<file path="config.mk">
export PLATFORM = sky130hd
export DESIGN_NAME = freq_meter_1s
export DESIGN_NICKNAME = d
export VERILOG_FILES = /design/src/rtl/freq_meter_pkg.sv /design/src/rtl/sync_edge_rise.sv /design/src/rtl/freq_meter_1s.sv
export SDC_FILE = /design/constraint.sdc
export NUM_CORES = 1
export LEC_CHECK = 0
export CORE_MARGIN = 4
export CORE_UTILIZATION = 25
export CTS_CLUSTER_DIAMETER = 60
export CTS_CLUSTER_SIZE = 25
export DETAILED_ROUTE_END_ITERATION = 12
export HOLD_SLACK_MARGIN = 0.03
export PLACE_DENSITY = 0.46
export SLEW_MARGIN = 20
export SYNTH_ARGS = -nofsm -noshare
export SYNTH_HDL_FRONTEND = slang
export SYNTH_SLANG_ARGS = --single-unit
</file>
<file path="constraint.sdc">
create_clock -name clk -period 5.35 [get_ports clk]
set_input_delay 1.07 -clock clk [delete_from_list [all_inputs] [get_ports clk]]
set_output_delay 1.07 -clock clk [all_outputs]
set_load 0.005 [all_outputs]
</file>
<file path="src/rtl/freq_meter_pkg.sv">
// Shared definitions for the 1-second gated frequency meter: FSM encoding,
// default clock/counter sizing and the gate-counter width helper.
package freq_meter_pkg;

  localparam int unsigned CLK_HZ_DEF = 50_000_000;
  localparam int unsigned CNT_W_DEF  = 26;

  // Settling cycles spent in ARM before counting, so stale synchronizer data never lands in a window.
  localparam int unsigned ARM_CYCLES = 2;

  typedef enum logic [1:0] {
    IDLE = 2'd0,
    ARM  = 2'd1,
    GATE = 2'd2
  } fm_state_e;

  function automatic int unsigned gate_w(input int unsigned hz);
    return (hz < 32'd2) ? 32'd1 : int'($clog2(hz));
  endfunction

endpackage

</file>
<file path="src/rtl/sync_edge_rise.sv">
// Two-flop synchronizer plus rising-edge detector for one asynchronous input;
// rise is high for one clk cycle per synchronized 0->1 transition.
module sync_edge_rise (
  input  logic clk,
  input  logic rst,
  input  logic d,
  output logic rise
);

  logic r_meta;
  logic r_sync;
  logic r_prev;

  always_ff @(posedge clk) begin
    if (rst) begin
      r_meta <= 1'b0;
      r_sync <= 1'b0;
      r_prev <= 1'b0;
    end else begin
      r_meta <= d;
      r_sync <= r_meta;
      r_prev <= r_sync;
    end
  end

  assign rise = r_sync & ~r_prev;

endmodule

</file>
<file path="src/rtl/freq_meter_1s.sv">
// Gated frequency meter: counts rising edges of sig_in over back-to-back
// windows of CLK_HZ clk cycles and reports each window's count.
//
//   state | meaning
//   IDLE  | disabled, results held
//   ARM   | ARM_CYCLES settling cycles, edges ignored
//   GATE  | counting, windows run back to back
module freq_meter_1s
  import freq_meter_pkg::*;
#(
  parameter int unsigned CLK_HZ = CLK_HZ_DEF,
  parameter int unsigned CNT_W  = CNT_W_DEF
) (
  input  logic             clk,
  input  logic             rst,
  input  logic             en,
  input  logic             sig_in,
  output logic [CNT_W-1:0] freq_hz,
  output logic             freq_valid,
  output logic             ovf,
  output logic             busy
);

  localparam int unsigned      GATE_W    = gate_w(CLK_HZ);
  localparam logic [GATE_W-1:0] GATE_LAST = GATE_W'(CLK_HZ - 1);
  localparam int unsigned      ARM_W     = (ARM_CYCLES < 2) ? 1 : $clog2(ARM_CYCLES);
  localparam logic [ARM_W-1:0]  ARM_LAST  = ARM_W'(ARM_CYCLES - 1);
  localparam logic [CNT_W-1:0]  CNT_MAX   = '1;

  fm_state_e         r_state;
  fm_state_e         w_state_nxt;
  logic [ARM_W-1:0]  r_arm_cnt;
  logic [GATE_W-1:0] r_gate_cnt;
  logic [CNT_W-1:0]  r_edge_cnt;
  logic              r_sat;
  logic [CNT_W-1:0]  r_freq_hz;
  logic              r_ovf;
  logic              r_freq_pend;
  logic              r_freq_valid;

  logic              w_rise;
  logic              w_counting;
  logic              w_gate_tc;
  logic              w_edge_add;
  logic              w_at_max;
  logic [CNT_W-1:0]  w_edge_nxt;
  logic              w_sat_nxt;

  sync_edge_rise u_sync_edge (
    .clk  (clk),
    .rst  (rst),
    .d    (sig_in),
    .rise (w_rise)
  );

  always_comb begin
    w_state_nxt = r_state;
    case (r_state)
      IDLE: begin
        if (en) w_state_nxt = ARM;
      end
      ARM: begin
        if (!en)                         w_state_nxt = IDLE;
        else if (r_arm_cnt == ARM_LAST)  w_state_nxt = GATE;
      end
      GATE: begin
        if (!en) w_state_nxt = IDLE;
      end
      default: w_state_nxt = IDLE;
    endcase
  end

  // A window only advances while enabled; dropping en mid-window throws it away.
  always_comb begin
    w_counting = (r_state == GATE) && en;
    w_gate_tc  = w_counting && (r_gate_cnt == GATE_LAST);
    w_edge_add = w_counting && w_rise;
    w_at_max   = (r_edge_cnt == CNT_MAX);
    w_edge_nxt = r_edge_cnt;
    w_sat_nxt  = r_sat;
    if (w_edge_add) begin
      if (w_at_max) w_sat_nxt  = 1'b1;
      else          w_edge_nxt = r_edge_cnt + CNT_W'(1);
    end
  end

  always_ff @(posedge clk) begin
    if (rst) begin
      r_state <= IDLE;
      r_arm_cnt <= '0;
    end else begin
      r_state <= w_state_nxt;
      if (r_state == ARM) r_arm_cnt <= r_arm_cnt + ARM_W'(1);
      else                r_arm_cnt <= '0;
    end
  end

  always_ff @(posedge clk) begin
    if (rst) begin
      r_gate_cnt <= '0;
      r_edge_cnt <= '0;
      r_sat      <= 1'b0;
    end else if (w_gate_tc || !w_counting) begin
      r_gate_cnt <= '0;
      r_edge_cnt <= '0;
      r_sat      <= 1'b0;
    end else begin
      r_gate_cnt <= r_gate_cnt + GATE_W'(1);
      r_edge_cnt <= w_edge_nxt;
      r_sat      <= w_sat_nxt;
    end
  end

  // The result register loads on the terminal cycle; the valid strobe trails it by one clk.
  always_ff @(posedge clk) begin
    if (rst) begin
      r_freq_hz    <= '0;
      r_ovf        <= 1'b0;
      r_freq_pend  <= 1'b0;
      r_freq_valid <= 1'b0;
    end else begin
      r_freq_pend  <= w_gate_tc;
      r_freq_valid <= r_freq_pend;
      if (w_gate_tc) begin
        r_freq_hz <= w_edge_nxt;
        r_ovf     <= w_sat_nxt;
      end
    end
  end

  assign freq_hz    = r_freq_hz;
  assign freq_valid = r_freq_valid;
  assign ovf        = r_ovf;
  assign busy       = (r_state != IDLE);

endmodule

</file>
==> reports/summary.json <==
{
  "crit_type": {"value": "in -> reg"},
  "final_antenna_net_count": {"value": 0},
  "clk_skew": {"value": 0.003885, "unit": "ns"},
  "drtIter0Drc": {"value": 74},
  "tritoncts": {"value": "done"},
  "boundaryPins": {"value": 33},
  "track_usage": {"value": 9.986, "unit": "%"},
  "result_of_the_run": {"value": "complete, no violations"},
  "post_route_cells_drive_above_1_share": {"value": 6.407, "unit": "%"},
  "final_cell_area": {"value": 4419, "unit": "um^2"},
  "cts.reportedPaths.clkPinSlew": {"value": 0.06, "unit": "ns"},
  "timing.rr.start": {"value": "r_gate_cnt[0]$_SDFF_PP0_"},
  "synth.ff_latch_count": {"value": 88},
  "detailroute.via_count": {"value": 2761},
  "syn_nets": {"value": 412},
  "core.rowCount": {"value": 43},
  "synthesis.yosys.warnings": {"value": 0},
  "final_min_period": {"value": 3.104, "unit": "ns"},
  "switching_share": {"value": 20.17, "unit": "%"},
  "critPathLaunchType": {"value": "input port"},
  "sequentialPowerShare": {"value": 52.5, "unit": "%"},
  "clock_power_share": {"value": 46.6, "unit": "%"},
  "r2r_end": {"value": "freq_hz[8]$_SDFFE_PP0P_"},
  "setup_viol": {"value": 0},
  "p_sw": {"value": 0.2528, "unit": "mW"},
  "fin_cells": {"value": 617},
  "slew-limit-headroom": {"value": 35.67, "unit": "%"},
  "number_of_antenna_violations_at_the_first_check_in_global_routing": {"value": 0},
  "required": {"value": 5.54, "unit": "ns"},
  "postRouteWirelength": {"value": 7746, "unit": "um"},
  "clk_root_buf": {"value": "sky130_fd_sc_hd__clkbuf_16"},
  "cts.path.max_buffers": {"value": 2},
  "hold_start": {"value": "u_sync_edge.r_meta$_SDFF_PP0_"},
  "final_core_utilization": {"value": 31.35, "unit": "%"},
  "hold_violations": {"value": 0},
  "hold_depth": {"value": 1},
  "drt_first_pass_iters": {"value": 4},
  "dieHeight": {"value": 129.1, "unit": "um"},
  "area_growth": {"value": 20.63, "unit": "%"},
  "total_leakage_power": {"value": 1.327, "unit": "nW"},
  "num-fill-cells": {"value": 1525},
  "cts.htree.levels": {"value": 3},
  "timing.reg2reg.worst_path_depth": {"value": 7},
  "combined_area_of_the_multi_input_logic_cells": {"value": 1802, "unit": "um^2"},
  "globalplace.congestion": {"value": 0.7493},
  "crit_arrival": {"value": 3.29, "unit": "ns"},
  "wl_per_cell": {"value": 12.55, "unit": "um"},
  "hold_path_class": {"value": "reg -> reg"},
  "ctsHoldBuffers": {"value": 0},
  "critical_path.endpoint_type": {"value": "register"},
  "p_int": {"value": 1.001, "unit": "mW"},
  "combPwrFrac": {"value": 0.9, "unit": "%"},
  "final-seq-area": {"value": 1762, "unit": "um^2"},
  "vias_per_cell": {"value": 4.475},
  "place_area": {"value": 4151, "unit": "um^2"},
  "syn-mean-instance-area": {"value": 9.023, "unit": "um^2"},
  "placed_wire_length_estimate_after_detailed_placement": {"value": 5324, "unit": "um"},
  "design.die.area": {"value": 16660, "unit": "um^2"},
  "worstHoldEndpoint": {"value": "u_sync_edge.r_sync$_SDFF_PP0_"},
  "worst-path-max-fanout": {"value": 9},
  "cts.repair.resized": {"value": 0},
  "grt_pass1_vias": {"value": 2690},
  "synth-async-reset-ratio": {"value": 0, "unit": "%"},
  "placed_cells": {"value": 602},
  "cts-buffers-inserted": {"value": 9},
  "synth.yosys.seq_area_share": {"value": 48.09, "unit": "%"},
  "powerDensity": {"value": 283.6, "unit": "nW/um^2"},
  "ir_worst_vdd": {"value": 0.1252, "unit": "mV"},
  "synth_flop_cell": {"value": "sky130_fd_sc_hd__dfxtp_1"},
  "core_area": {"value": 14100, "unit": "um^2"},
  "share_of_the_clock_period_used_by_the_worst_path_after_layout": {"value": 58.03, "unit": "%"},
  "timing.fmax": {"value": 322.1, "unit": "MHz"},
  "clock_latency_on_the_worst_skew_pair": {"value": 0.34, "unit": "ns"},
  "setup-tns-final": {"value": 0, "unit": "ns"},
  "grt_max_degree": {"value": 50},
  "synth.lib_cells_used.distinct": {"value": 45},
  "cts_num_sinks": {"value": 88},
  "synth_enable_flop_cells": {"value": 0},
  "synthCells": {"value": 406},
  "design.final.nets": {"value": 439},
  "global_route.overflow_total": {"value": 0},
  "reg2reg_slack": {"value": 2.57, "unit": "ns"},
  "post-cts-setup-buffers": {"value": 0},
  "max_cap_violations": {"value": 0},
  "die_w": {"value": 129.1, "unit": "um"},
  "n_antenna_cell": {"value": 0},
  "portBuffers": {"value": 32},
  "starting_density_of_the_core": {"value": 25.99, "unit": "%"},
  "global_route_wire_length_before_repair": {"value": 13120, "unit": "um"},
  "post_synth_instance_area": {"value": 3664, "unit": "um^2"},
  "tightest_slew": {"value": 0.9649, "unit": "ns"},
  "drc": {"value": 0},
  "unrepaired_setup_endpoints_after_global_routing": {"value": "false"},
  "report.final.slew_viol_count": {"value": 0}
}
## power by group through the flow
stage	logic, mW	clock network (mW)	registers, mW
floorplan	0.00602	0	0.672
global placement	0.0119	0	0.673
detailed placement	0.0120	0	0.673
CTS	0.0120	0.608	0.658
global route	0.0127	0.630	0.658
finish	0.0114	0.584	0.658
## logic make-up (layout without fill, tap and decap cells)
logic type	count (synthesis)	after routing	share of synthesized area (%)
multiplexers	1	1	0.2732
XOR/XNOR	45	45	10.76
buffers and inverters	22	53	2.766
adder cells (fa/ha/maj)	2	2	0.6830
flip-flops	88	88	48.09
AND/OR/NAND/NOR	208	208	28.96
AO/OA/AOI/OAI	40	40	8.470
## per-stage QoR
step,hold slack [ns],setup slack [ns],total power [mW]
floorplan,0.4138,2.797,0.6784
global placement,0.4260,1.947,0.6847
detailed placement,0.4272,1.868,0.6847
CTS,0.4415,2.213,1.278
global route,0.4526,1.939,1.300
finish,0.4371,2.246,1.253
## synth_stat cells, types with 2 or more instances
library cell	n	area share [%]
sky130_fd_sc_hd__dfxtp_1	88	48
sky130_fd_sc_hd__nor2_1	88	9.0
sky130_fd_sc_hd__nand3_1	31	4.2
sky130_fd_sc_hd__xor2_1	26	6.2
sky130_fd_sc_hd__a211oi_1	22	4.5
sky130_fd_sc_hd__nand2_1	21	2.2
sky130_fd_sc_hd__xnor2_1	19	4.5
sky130_fd_sc_hd__and3_1	10	1.7
sky130_fd_sc_hd__clkbuf_1	9	0.92
sky130_fd_sc_hd__and4_1	8	1.9
sky130_fd_sc_hd__nand4_1	8	1.4
sky130_fd_sc_hd__a21oi_1	6	0.82
sky130_fd_sc_hd__buf_2	6	0.82
sky130_fd_sc_hd__nor4_1	6	1.0
sky130_fd_sc_hd__nor3_1	5	0.68
sky130_fd_sc_hd__and2_1	4	0.68
sky130_fd_sc_hd__inv_1	4	0.41
sky130_fd_sc_hd__nor2b_1	4	0.68
sky130_fd_sc_hd__buf_4	3	0.61
sky130_fd_sc_hd__nand2b_1	3	0.51
sky130_fd_sc_hd__or2_2	3	0.51
sky130_fd_sc_hd__a211oi_2	2	0.68
sky130_fd_sc_hd__ha_1	2	0.68
sky130_fd_sc_hd__nor4_2	2	0.68
sky130_fd_sc_hd__nor4b_1	2	0.48
sky130_fd_sc_hd__o211ai_1	2	0.41
sky130_fd_sc_hd__o21ai_0	2	0.27
sky130_fd_sc_hd__or3_1	2	0.34
sky130_fd_sc_hd__or4_1	2	0.41
## how the worst max path moves through the flow
| stage | end | startpoint | slack, ns |
|---|---|---|---|
| global route | freq_hz[20]$_SDFFE_PP0P_ | en | 1.94 |
| CTS | freq_hz[20]$_SDFFE_PP0P_ | en | 2.21 |
| detailed placement | freq_hz[20]$_SDFFE_PP0P_ | en | 1.87 |
| global placement | freq_hz[20]$_SDFFE_PP0P_ | en | 1.95 |
| floorplan | freq_hz[18]$_SDFFE_PP0P_ | en | 2.80 |
| finish | freq_hz[20]$_SDFFE_PP0P_ | en | 2.25 |
## sequential cells by signal (all words and copies together) (netlist names)
signal              count
r_gate_cnt             26
r_freq_pend             1
r_sat                   1
u_sync_edge.r_sync      1
r_arm_cnt               1
r_edge_cnt             26
freq_hz                26
freq_valid              1
ovf                     1
u_sync_edge.r_meta      1
r_state                 2
u_sync_edge.r_prev      1
## cell usage in the layout, fill, tap and decap left out, drive strengths merged, types with 9 or more instances in the layout
cell type and n:
nor2 88, dfxtp 88, clkdlybuf4s50 32, nand3 32
xor2 26, a211oi 24, nand2 21, xnor2 19
clkbuf 15, and3 10, nor4 9
## layout make-up
type	instances	area share, %
Multi-Input combinational cell	296	40.77
Tap cell	180	5.096
Clock buffer	15	6.059
Sequential cell	88	39.86
Inverter	4	0.3398
Timing Repair Buffer	34	7.871
## worst max-delay path, stage by stage
cell and delay (ns):
sky130_fd_sc_hd__clkdlybuf4s50_1 0.52, sky130_fd_sc_hd__nand4bb_1 0.18, sky130_fd_sc_hd__or2_0 0.43, sky130_fd_sc_hd__nor4_2 0.59
sky130_fd_sc_hd__nand3_1 0.16, sky130_fd_sc_hd__xor2_1 0.24, sky130_fd_sc_hd__a211oi_2 0.10
## layer usage
| metal | GRT usage (%) | vias up | share of wire, % | routed length (um) |
|---|---|---|---|---|
| met4 | 4.447 | 0 | 2.1 | 165 |
| met3 | 3.256 | 14 | 3.7 | 284 |
| met2 | 15.88 | 36 | 46 | 3535 |
| met5 | 0 | - | 0 | 0 |
| met1 | 12.36 | 1244 | 49 | 3761 |
| li1 | - | 1467 | - | - |
(Power assumes the default switching activity.)
